**src/rtl/reaction_seq_if.sv**
```systemverilog
// Handshake/display bundle between the reaction-timer sequencer and its surroundings.
interface reaction_seq_if #(
  parameter int unsigned NUM_LEDS = 10,
  parameter int unsigned CNT_W    = 16
);
  logic                tick;
  logic                trigger;
  logic                time_out;
  logic                react;
  logic                en_lfsr;
  logic                start_delay;
  logic                enable;
  logic                clr;
  logic [NUM_LEDS-1:0] ledr;
  logic [CNT_W-1:0]    rt_count;
  logic                rt_valid;
  logic                rt_miss;
  logic                fault;

  modport master (
    output tick, trigger, time_out, react,
    input  en_lfsr, start_delay, enable, clr, ledr, rt_count, rt_valid, rt_miss, fault
  );

  modport slave (
    input  tick, trigger, time_out, react,
    output en_lfsr, start_delay, enable, clr, ledr, rt_count, rt_valid, rt_miss, fault
  );
endinterface

```
**src/rtl/reaction_seq.sv**
```systemverilog
// Reaction-timer sequencer: LED bar fill, random-delay handshake, GO phase and reaction measurement.
// Optional false-start detection (FAULT state) is enabled by defining FALSE_START_DET_EN.
module reaction_seq #(
  parameter int unsigned NUM_LEDS = 10,
  parameter int unsigned CNT_W    = 16,
  parameter int unsigned MAX_RT   = 9999
) (
  input  logic           clk,
  input  logic           reset_n,
  reaction_seq_if.slave  bus
);

  localparam int unsigned          LC_W     = $clog2(NUM_LEDS + 1);
  localparam logic [NUM_LEDS-1:0]  LED_ALL  = '1;
  localparam logic [NUM_LEDS-1:0]  LED_MSB  = NUM_LEDS'(1) << (NUM_LEDS - 1);
  localparam logic [LC_W-1:0]      LED_LAST = LC_W'(NUM_LEDS);
  localparam logic [CNT_W-1:0]     RT_LAST  = CNT_W'(MAX_RT - 1);
  localparam logic [CNT_W-1:0]     RT_MAX   = CNT_W'(MAX_RT);

  typedef enum logic [2:0] {
    S_IDLE, S_FILL, S_DELAY, S_GO, S_DONE, S_FAULT
  } state_t;

  state_t              state_q, state_d;
  logic [LC_W-1:0]     led_cnt_q, led_cnt_d;
  logic [NUM_LEDS-1:0] ledr_q, ledr_d;
  logic [CNT_W-1:0]    rt_count_q, rt_count_d;
  logic                en_lfsr_q, en_lfsr_d;
  logic                start_delay_q, start_delay_d;
  logic                enable_q, enable_d;
  logic                clr_q, clr_d;
  logic                rt_valid_q, rt_valid_d;
  logic                rt_miss_q, rt_miss_d;
  logic                start_c;
`ifdef FALSE_START_DET_EN
  logic                fault_q, fault_d;
`endif

  assign start_c = bus.trigger && bus.tick;

  // Next-state and registered-output logic
  always_comb begin
    state_d       = state_q;
    led_cnt_d     = led_cnt_q;
    ledr_d        = ledr_q;
    rt_count_d    = rt_count_q;
    en_lfsr_d     = en_lfsr_q;
    start_delay_d = 1'b0;
    enable_d      = enable_q;
    clr_d         = 1'b0;
    rt_valid_d    = rt_valid_q;
    rt_miss_d     = rt_miss_q;
`ifdef FALSE_START_DET_EN
    fault_d       = fault_q;
`endif

    case (state_q)
      S_IDLE: begin
        ledr_d = '0;
        if (start_c) state_d = S_FILL;
      end
      S_FILL: begin
        en_lfsr_d = 1'b1;
        if (bus.tick) begin
          if (led_cnt_q < LED_LAST) begin
            led_cnt_d = led_cnt_q + LC_W'(1);
            ledr_d    = (ledr_q >> 1) | LED_MSB;
          end else begin
            state_d       = S_DELAY;
            en_lfsr_d     = 1'b0;
            start_delay_d = 1'b1;
          end
        end
      end
      S_DELAY: begin
        ledr_d = LED_ALL;
        if (bus.time_out) begin
          state_d    = S_GO;
          ledr_d     = '0;
          enable_d   = 1'b1;
          rt_count_d = '0;
          rt_valid_d = 1'b0;
          rt_miss_d  = 1'b0;
        end
      end
      S_GO: begin
        // A press wins over a coincident tick so the reported time is not overstated.
        if (bus.react) begin
          state_d    = S_DONE;
          rt_valid_d = 1'b1;
          enable_d   = 1'b0;
        end else if (bus.tick) begin
          if (rt_count_q >= RT_LAST) begin
            state_d    = S_DONE;
            rt_count_d = RT_MAX;
            rt_miss_d  = 1'b1;
            rt_valid_d = 1'b0;
            enable_d   = 1'b0;
          end else begin
            rt_count_d = rt_count_q + CNT_W'(1);
          end
        end
      end
      S_DONE: begin
        ledr_d = '0;
        if (start_c) state_d = S_FILL;
      end
`ifdef FALSE_START_DET_EN
      S_FAULT: begin
        if (start_c) begin
          state_d = S_IDLE;
          fault_d = 1'b0;
          ledr_d  = '0;
        end else if (bus.tick) begin
          ledr_d = ~ledr_q;
        end
      end
`endif
      default: state_d = S_IDLE;
    endcase

    // Common round-start actions for entry into FILL from IDLE or DONE
    if (state_d == S_FILL && state_q != S_FILL) begin
      clr_d      = 1'b1;
      led_cnt_d  = LC_W'(1);
      ledr_d     = LED_MSB;
      en_lfsr_d  = 1'b1;
      rt_valid_d = 1'b0;
      rt_miss_d  = 1'b0;
    end

`ifdef FALSE_START_DET_EN
    if (bus.react && (state_q == S_FILL || state_q == S_DELAY)) begin
      state_d       = S_FAULT;
      fault_d       = 1'b1;
      en_lfsr_d     = 1'b0;
      start_delay_d = 1'b0;
      ledr_d        = LED_ALL;
      rt_valid_d    = 1'b0;
    end
`endif
  end

  // State and output registers
  always_ff @(posedge clk or negedge reset_n) begin
    if (!reset_n) begin
      state_q       <= S_IDLE;
      led_cnt_q     <= '0;
      ledr_q        <= '0;
      rt_count_q    <= '0;
      en_lfsr_q     <= 1'b0;
      start_delay_q <= 1'b0;
      enable_q      <= 1'b0;
      clr_q         <= 1'b0;
      rt_valid_q    <= 1'b0;
      rt_miss_q     <= 1'b0;
`ifdef FALSE_START_DET_EN
      fault_q       <= 1'b0;
`endif
    end else begin
      state_q       <= state_d;
      led_cnt_q     <= led_cnt_d;
      ledr_q        <= ledr_d;
      rt_count_q    <= rt_count_d;
      en_lfsr_q     <= en_lfsr_d;
      start_delay_q <= start_delay_d;
      enable_q      <= enable_d;
      clr_q         <= clr_d;
      rt_valid_q    <= rt_valid_d;
      rt_miss_q     <= rt_miss_d;
`ifdef FALSE_START_DET_EN
      fault_q       <= fault_d;
`endif
    end
  end

  assign bus.en_lfsr     = en_lfsr_q;
  assign bus.start_delay = start_delay_q;
  assign bus.enable      = enable_q;
  assign bus.clr         = clr_q;
  assign bus.ledr        = ledr_q;
  assign bus.rt_count    = rt_count_q;
  assign bus.rt_valid    = rt_valid_q;
  assign bus.rt_miss     = rt_miss_q;
`ifdef FALSE_START_DET_EN
  assign bus.fault       = fault_q;
`else
  assign bus.fault       = 1'b0;
`endif

endmodule
```
**src/flat_wrapper.sv**
```systemverilog
// flat-port wrapper written by rule: the top's interface ports become plain ports
module reaction_seq_flat 
#(
  parameter int unsigned NUM_LEDS = 10,
  parameter int unsigned CNT_W    = 16,
  parameter int unsigned MAX_RT   = 9999
)
  (clk, reset_n, bus_tick, bus_trigger, bus_time_out, bus_react, bus_en_lfsr, bus_start_delay, bus_enable, bus_clr, bus_ledr, bus_rt_count, bus_rt_valid, bus_rt_miss, bus_fault);
  reaction_seq_if #(.NUM_LEDS(NUM_LEDS), .CNT_W(CNT_W)) bus_i ();
  input  logic clk;
  input  logic reset_n;
  input wire logic [$bits(bus_i.tick)-1:0] bus_tick;
  input wire logic [$bits(bus_i.trigger)-1:0] bus_trigger;
  input wire logic [$bits(bus_i.time_out)-1:0] bus_time_out;
  input wire logic [$bits(bus_i.react)-1:0] bus_react;
  output wire logic [$bits(bus_i.en_lfsr)-1:0] bus_en_lfsr;
  output wire logic [$bits(bus_i.start_delay)-1:0] bus_start_delay;
  output wire logic [$bits(bus_i.enable)-1:0] bus_enable;
  output wire logic [$bits(bus_i.clr)-1:0] bus_clr;
  output wire logic [$bits(bus_i.ledr)-1:0] bus_ledr;
  output wire logic [$bits(bus_i.rt_count)-1:0] bus_rt_count;
  output wire logic [$bits(bus_i.rt_valid)-1:0] bus_rt_valid;
  output wire logic [$bits(bus_i.rt_miss)-1:0] bus_rt_miss;
  output wire logic [$bits(bus_i.fault)-1:0] bus_fault;
  assign bus_i.tick = bus_tick;
  assign bus_i.trigger = bus_trigger;
  assign bus_i.time_out = bus_time_out;
  assign bus_i.react = bus_react;
  assign bus_en_lfsr = bus_i.en_lfsr;
  assign bus_start_delay = bus_i.start_delay;
  assign bus_enable = bus_i.enable;
  assign bus_clr = bus_i.clr;
  assign bus_ledr = bus_i.ledr;
  assign bus_rt_count = bus_i.rt_count;
  assign bus_rt_valid = bus_i.rt_valid;
  assign bus_rt_miss = bus_i.rt_miss;
  assign bus_fault = bus_i.fault;
  reaction_seq #(.NUM_LEDS(NUM_LEDS), .CNT_W(CNT_W), .MAX_RT(MAX_RT)) u_core (.clk(clk), .reset_n(reset_n), .bus(bus_i));
endmodule
```
**config.mk**
```make
export PLATFORM = sky130hd
export DESIGN_NAME = reaction_seq_flat
export DESIGN_NICKNAME = d
export VERILOG_FILES = /design/src/rtl/reaction_seq_if.sv /design/src/rtl/reaction_seq.sv /design/src/flat_wrapper.sv
export SDC_FILE = /design/constraint.sdc
export NUM_CORES = 1
export LEC_CHECK = 0
export BUFFER_PORTS_ARGS = -buffer_cell sky130_fd_sc_hd__clkbuf_2
export CELL_PAD_IN_SITES_DETAIL_PLACEMENT = 0
export CELL_PAD_IN_SITES_GLOBAL_PLACEMENT = 1
export CORE_ASPECT_RATIO = 0.9
export CORE_MARGIN = 5
export CORE_UTILIZATION = 35
export CTS_CLUSTER_SIZE = 20
export DETAILED_ROUTE_END_ITERATION = 10
export GPL_TIMING_DRIVEN = 1
export PLACE_DENSITY = 0.65
export SLEW_MARGIN = 20
export SYNTH_ARGS = -nofsm -noshare
export SYNTH_HDL_FRONTEND = slang
export SYNTH_SLANG_ARGS = --single-unit
```
**constraint.sdc**
```tcl
create_clock -name clk -period 5.3 [get_ports clk]
set_clock_uncertainty 0.2 [all_clocks]
set_input_delay 0.53 -clock clk [delete_from_list [all_inputs] [get_ports clk]]
set_output_delay 0.53 -clock clk [all_outputs]
set_load 0.01 [all_outputs]
```
### Word level (Yosys, flattened, before mapping)

Cells that the tools add are included.

| word-level totals | value |
|---|---|
| output and inout bits | 33 |
| bits of input ports | 6 |
| register bits | 39 |
| logic and storage cells | 93 |

| cells by class | value |
|---|---|
| magnitude comparators | 2 |
| equality and inequality tests | 19 |
| $add $sub $neg | 2 |
| reductions and logical operators | 16 |
| muxes and demuxes | 44 |

Operators by type and width:

| cell | number |
|---|---|
| 2-to-1 mux 16 bit | 4 |
| 2-to-1 mux 10 bit | 4 |
| case mux 16 bit (2 select lines) | 1 |
| case mux 10 bit (3 select lines) | 1 |
| 2-to-1 mux 3 bit | 7 |
| 2-to-1 mux 1 bit | 19 |
| adder 16 x 1 -> 16 bit (second input constant) | 1 |
| >= comparator 16 x 14 -> 1 bit (second input constant) | 1 |
| 2-to-1 mux 4 bit | 4 |
| inequality test 3 x 2 -> 1 bit (second input constant) | 5 |
| case mux 3 bit (4 select lines) | 1 |
| AND reduction 4 bit | 3 |
| inequality test 3 x 1 -> 1 bit (second input constant) | 3 |
| nonzero test 2 bit | 4 |
| equality test 3 x 1 -> 1 bit (second input constant) | 2 |
| equality test 3 x 2 -> 1 bit (second input constant) | 2 |
| inequality test 2 bit (second input constant) | 3 |
| case mux 1 bit (2 select lines) | 3 |
| AND reduction 3 bit | 2 |
| AND reduction 5 bit | 1 |
| adder 4 x 1 -> 4 bit (second input constant) | 1 |
| less-than comparator 4 bit (second input constant) | 1 |
| inequality test 4 x 2 -> 1 bit (second input constant) | 1 |
| inequality test 4 x 3 -> 1 bit (second input constant) | 1 |
| other kinds (7) | 8 |

### Depth between registers and ports, before layout

| depth | value |
|---|---|
| depth in word-level cells | 9 |
| depth in mapped cells | 7 |
| gate-level depth less buffers | 6 |

### Worst setup path before layout

OpenSTA, ideal clock, no wires.

| path | value |
|---|---|
| path kind | input port to flip-flop |
| start point | input port bus_react |
| end point | register u_core.rt_count_q[6], in the netlist u_core.bus.rt_count[6] |
| data arrival time | 1,690 ps |
| cell stages on the path | 5 |
| path buffers | 1 |
| setup slack | 3,310 ps |
| path through | nor4bb_1 > buf_2 > nand4_2 > or3_1 > o311ai_2 |

| between the ends | value |
|---|---|
| cells in the longest elaborated chain, start to end | 2 |

Ends and longest elaborated chain:

| item | RTL line | text |
|---|---|---|
| from (decl) | flat_wrapper.sv:15 | `input wire logic [$bits(bus_i.react)-1:0] bus_react;` |
| inequality test 2 bit (no line) | -- |  |
| AND reduction 4 bit (no line) | -- |  |
| to (signal assigned) | reaction_seq.sv:164 | `rt_count_q <= rt_count_d;` |
| to (decl) | reaction_seq.sv:27 | `logic [CNT_W-1:0] rt_count_q, rt_count_d;` |

Every way passes these cells.
A chain may end at the register's enable or synchronous reset.

### Worst setup path in the final report

| path | value |
|---|---|
| start point | register u_core.state_q[1] |
| end point | register u_core.rt_count_q[6], in the netlist u_core.bus.rt_count[6] |

| between the ends | value |
|---|---|
| cells in the longest elaborated chain, start to end | 3 |

Ends and longest elaborated chain:

| item | RTL line | text |
|---|---|---|
| from (decl) | reaction_seq.sv:24 | `state_t state_q, state_d;` |
| from (signal assigned) | reaction_seq.sv:161 | `state_q <= state_d;` |
| equality test 3 x 2 -> 1 bit | reaction_seq.sv:57 | `case (state_q)` |
| inequality test 2 bit (no line) / nonzero test 2 bit (equally long branches) | -- |  |
| AND reduction 4 bit (no line) | -- |  |

Several ways; a longest one is shown, not always the timed one.

==> summary.md <==
| Metric | Value |
|---|---|
| Slowest stage delay, CP | 670 ps |
| Ys async rst share | 1.000 |
| Worst Setup Path Type | reg -> reg |
| CTS Sinks | 39 |
| Vias in the first global route | 1699 |
| Final Max Tran Viols | 0 |
| Core Util, Final | 0.4169 |
| CTS tree | built |
| Synth cell types | 56 |
| Final instance area | 2374 um^2 |
| Fmax | 407.3 MHz |
| Port buffer count | 37 |
| Clock latency on the worst-skew pair | 290 ps |
| Rows | 26 |
| Share of the synthesized area in the top cell type | 0.4750 |
| Synth Cell Area | 2054 um^2 |
| Total GRT Usage | 0.1461 |
| Post-synth EDFFs | 0 |
| CP Max Fanout | 14 |
| DR WL/cell | 16.51 um |
| Max-cap violations | 0 |
| Inserted Diodes | 0 |
| Hold_ws | 152.1 ps |
| Critical Path RT | 5290 ps |
| Actual slew at the worst max-slew pin | 862.3 ps |
| LEAKAGE | 1.069 nW |
| Placed Area | 2260 um^2 |
| RePlAce Congestion | 0.7810 |
| Vias | 1706 |
| Critical Path End Type | flip-flop |
| RSZ-0062 raised after global routing | no |
| Final worst path period need | 2455 ps |
| Slowest CP cell | nor4bb_2 |
| Final hold vios | 0 |
| Synth top area cells | dfrtp_1 48%, a221o_1 4.4%, nand2_1 2.6% |
| Startpoint class of the critical path | flip-flop |
| Pwr per Cell Area | 442.2 nW/um^2 |
| CTS resizes | 0 |
| WP data arrival | 2450 ps |
| Peak supply drop | 0.1848 mV |
| Sequential share of the synthesized area | 0.4750 |
| Core area | 5693 um^2 |
| Drt pass-1 iters | 4 |
| CTS Buf Count | 5 |
| Die Height | 82.69 um |
| Routed wire length | 5037 um |
| Pre-CTS setup slack | 2456 ps |
| Final nets | 243 |
| Syn-to-layout area delta | 15.53% |
| 1st-iter DRT viols | 89 |
| Initial antenna violation count | 0 |
| Post-DP HPWL | 3548 um |
| Worst-path clk slew | 80 ps |
| Setup TNS | 0 ps |
| Synth Area per Inst | 10.02 um^2 |
| Most common cell after layout, fill and taps aside | dfrtp_1 |
| Flop and latch count out of synthesis | 39 |
| Setup ws final | 2845 ps |
| Period Utilization, post-route | 0.4633 |
| Hold_buf cts | 0 |
| Synth area leader | dfrtp_1 |
| Clk buf depth | 2 |
| Die area | 7504 um^2 |
| Pin count of the biggest net entering global routing | 40 |
| Hold Path Class | in -> async |
| Commonest non-fill, non-tap cells in the layout | 39 x dfrtp_1, 36 x clkbuf_2, 14 x nand2_1, 10 x inv_1, 10 x nor2_1 |
| Net Count, Synth | 214 |
| Global-route wire length before repair | 8687 um |
| Main synth FF type | dfrtp_1 |
| Status | finished, final reports clean |
| Final antenna-violating net count | 0 |
| Post-Synthesis Cells | 205 |
| # IOs | 39 |
| Vias per Instance | 5.593 |
| H-tree depth | 2 |
| Clock root buffer | clkbuf_8 |
| Final setup viols | 0 |
| Share of layout cells above drive strength 1 | 0.2340 |
| Initial Util | 0.3609 |
| DRC violations left | 0 |
| Postcts setup bufs | 0 |
| Die width | 90.76 um |
| Crit-path cells | nor4bb_2, nand4_2, or3_1, o311ai_2 |
| Gr ovfl total | 0 |
| Synth warn | 0 |
| Slew margin rel. | 0.4252 |
==> where the power goes <==
group	total, mW	internal [mW]	leakage, nW	switching [mW]
clock	0.222	0.118	0.0505	0.103
sequential	0.492	0.381	0.504	0.111
combinational	0.336	0.151	0.514	0.185
==> worst paths after layout <==
check,cells after the start,startpoint,to,slack [ps]
worst max-delay path,4,u_core.state_q[1],u_core.bus.rt_count[6],2840
worst min-delay path,1,reset_n,u_core.bus.rt_count[11],150
worst max register to register,4,u_core.state_q[1],u_core.bus.rt_count[6],2840
worst min register to register,1,u_core.bus.ledr[0],u_core.bus.ledr[0],310
max in group asynchronous,1,reset_n,u_core.bus.rt_valid,4210
min in group clk,1,u_core.bus.ledr[0],u_core.bus.ledr[0],310
==> kinds of logic (layout without fill, tap and decap cells) <==
family / count (synthesis) / after routing / synth area share
simple gates: 71 / 71 / 0.1979
compound gates: 64 / 64 / 0.2467
flops: 39 / 39 / 0.4750
buf+inv: 25 / 55 / 0.05116
fa+ha+maj: 3 / 3 / 0.01827
other cells: 1 / 1 / 0.001825
xor+xnor: 1 / 1 / 0.004264
mux: 1 / 1 / 0.004872
==> cell usage after synthesis (3+ instances only) <==
master and instances:
and2_1 4, nor3_1 9, nand2_1 14, o31ai_1 4
o211ai_1 5, nand4_1 5, o22ai_1 3, dfrtp_1 39
inv_1 10, clkbuf_1 8, ha_1 3, o21ai_0 4
a221o_1 9, a41oi_1 3, a21oi_1 6, buf_2 6
nand3_1 7, nand3b_1 3, a22o_1 4, a211oi_1 6
nor2_1 10
==> metrics by stage <==
stage,instances,power (mW)
after global placement,297,0.8385
final,305,1.049
after CTS,305,1.062
after detailed placement,297,0.8370
after floorplan,205,0.7128
after global routing,305,1.139
==> sequential cells by signal, summed over array words and instances (netlist names) <==
name and cells:
u_core.bus.rt_count 16, u_core.bus.ledr 10, u_core.led_cnt_q 4, u_core.state_q 3, u_core.bus.clr 1, u_core.bus.en_lfsr 1, u_core.bus.enable 1, u_core.bus.rt_miss 1
u_core.bus.rt_valid 1, u_core.bus.start_delay 1
==> cell type report <==
| type | instances | area, um^2 |
|---|---|---|
| fillers | 578 | 3319 |
| clock inverters | 1 | 7.507 |
| multi-input cells | 141 | 983.4 |
| inverters | 10 | 37.54 |
| flip-flops and latches | 39 | 975.9 |
| well taps | 70 | 87.58 |
| repair buffers | 37 | 185.2 |
| clock buffers | 7 | 96.34 |
==> worst max-delay path: cells and delay by family (launching register included) <==
kind | cells | cell delay, ps
compound gates | 1 | 220
simple gates | 3 | 1360
flops | 1 | 570
==> metal layers <==
| metal | track usage | wire, um |
|---|---|---|
| met5 | 0 | 0 |
| met3 | 0.03804 | 207 |
| met2 | 0.2141 | 2229 |
| met4 | 0.05208 | 54 |
| met1 | 0.2080 | 2546 |
Power figures use the tool's default switching activity.
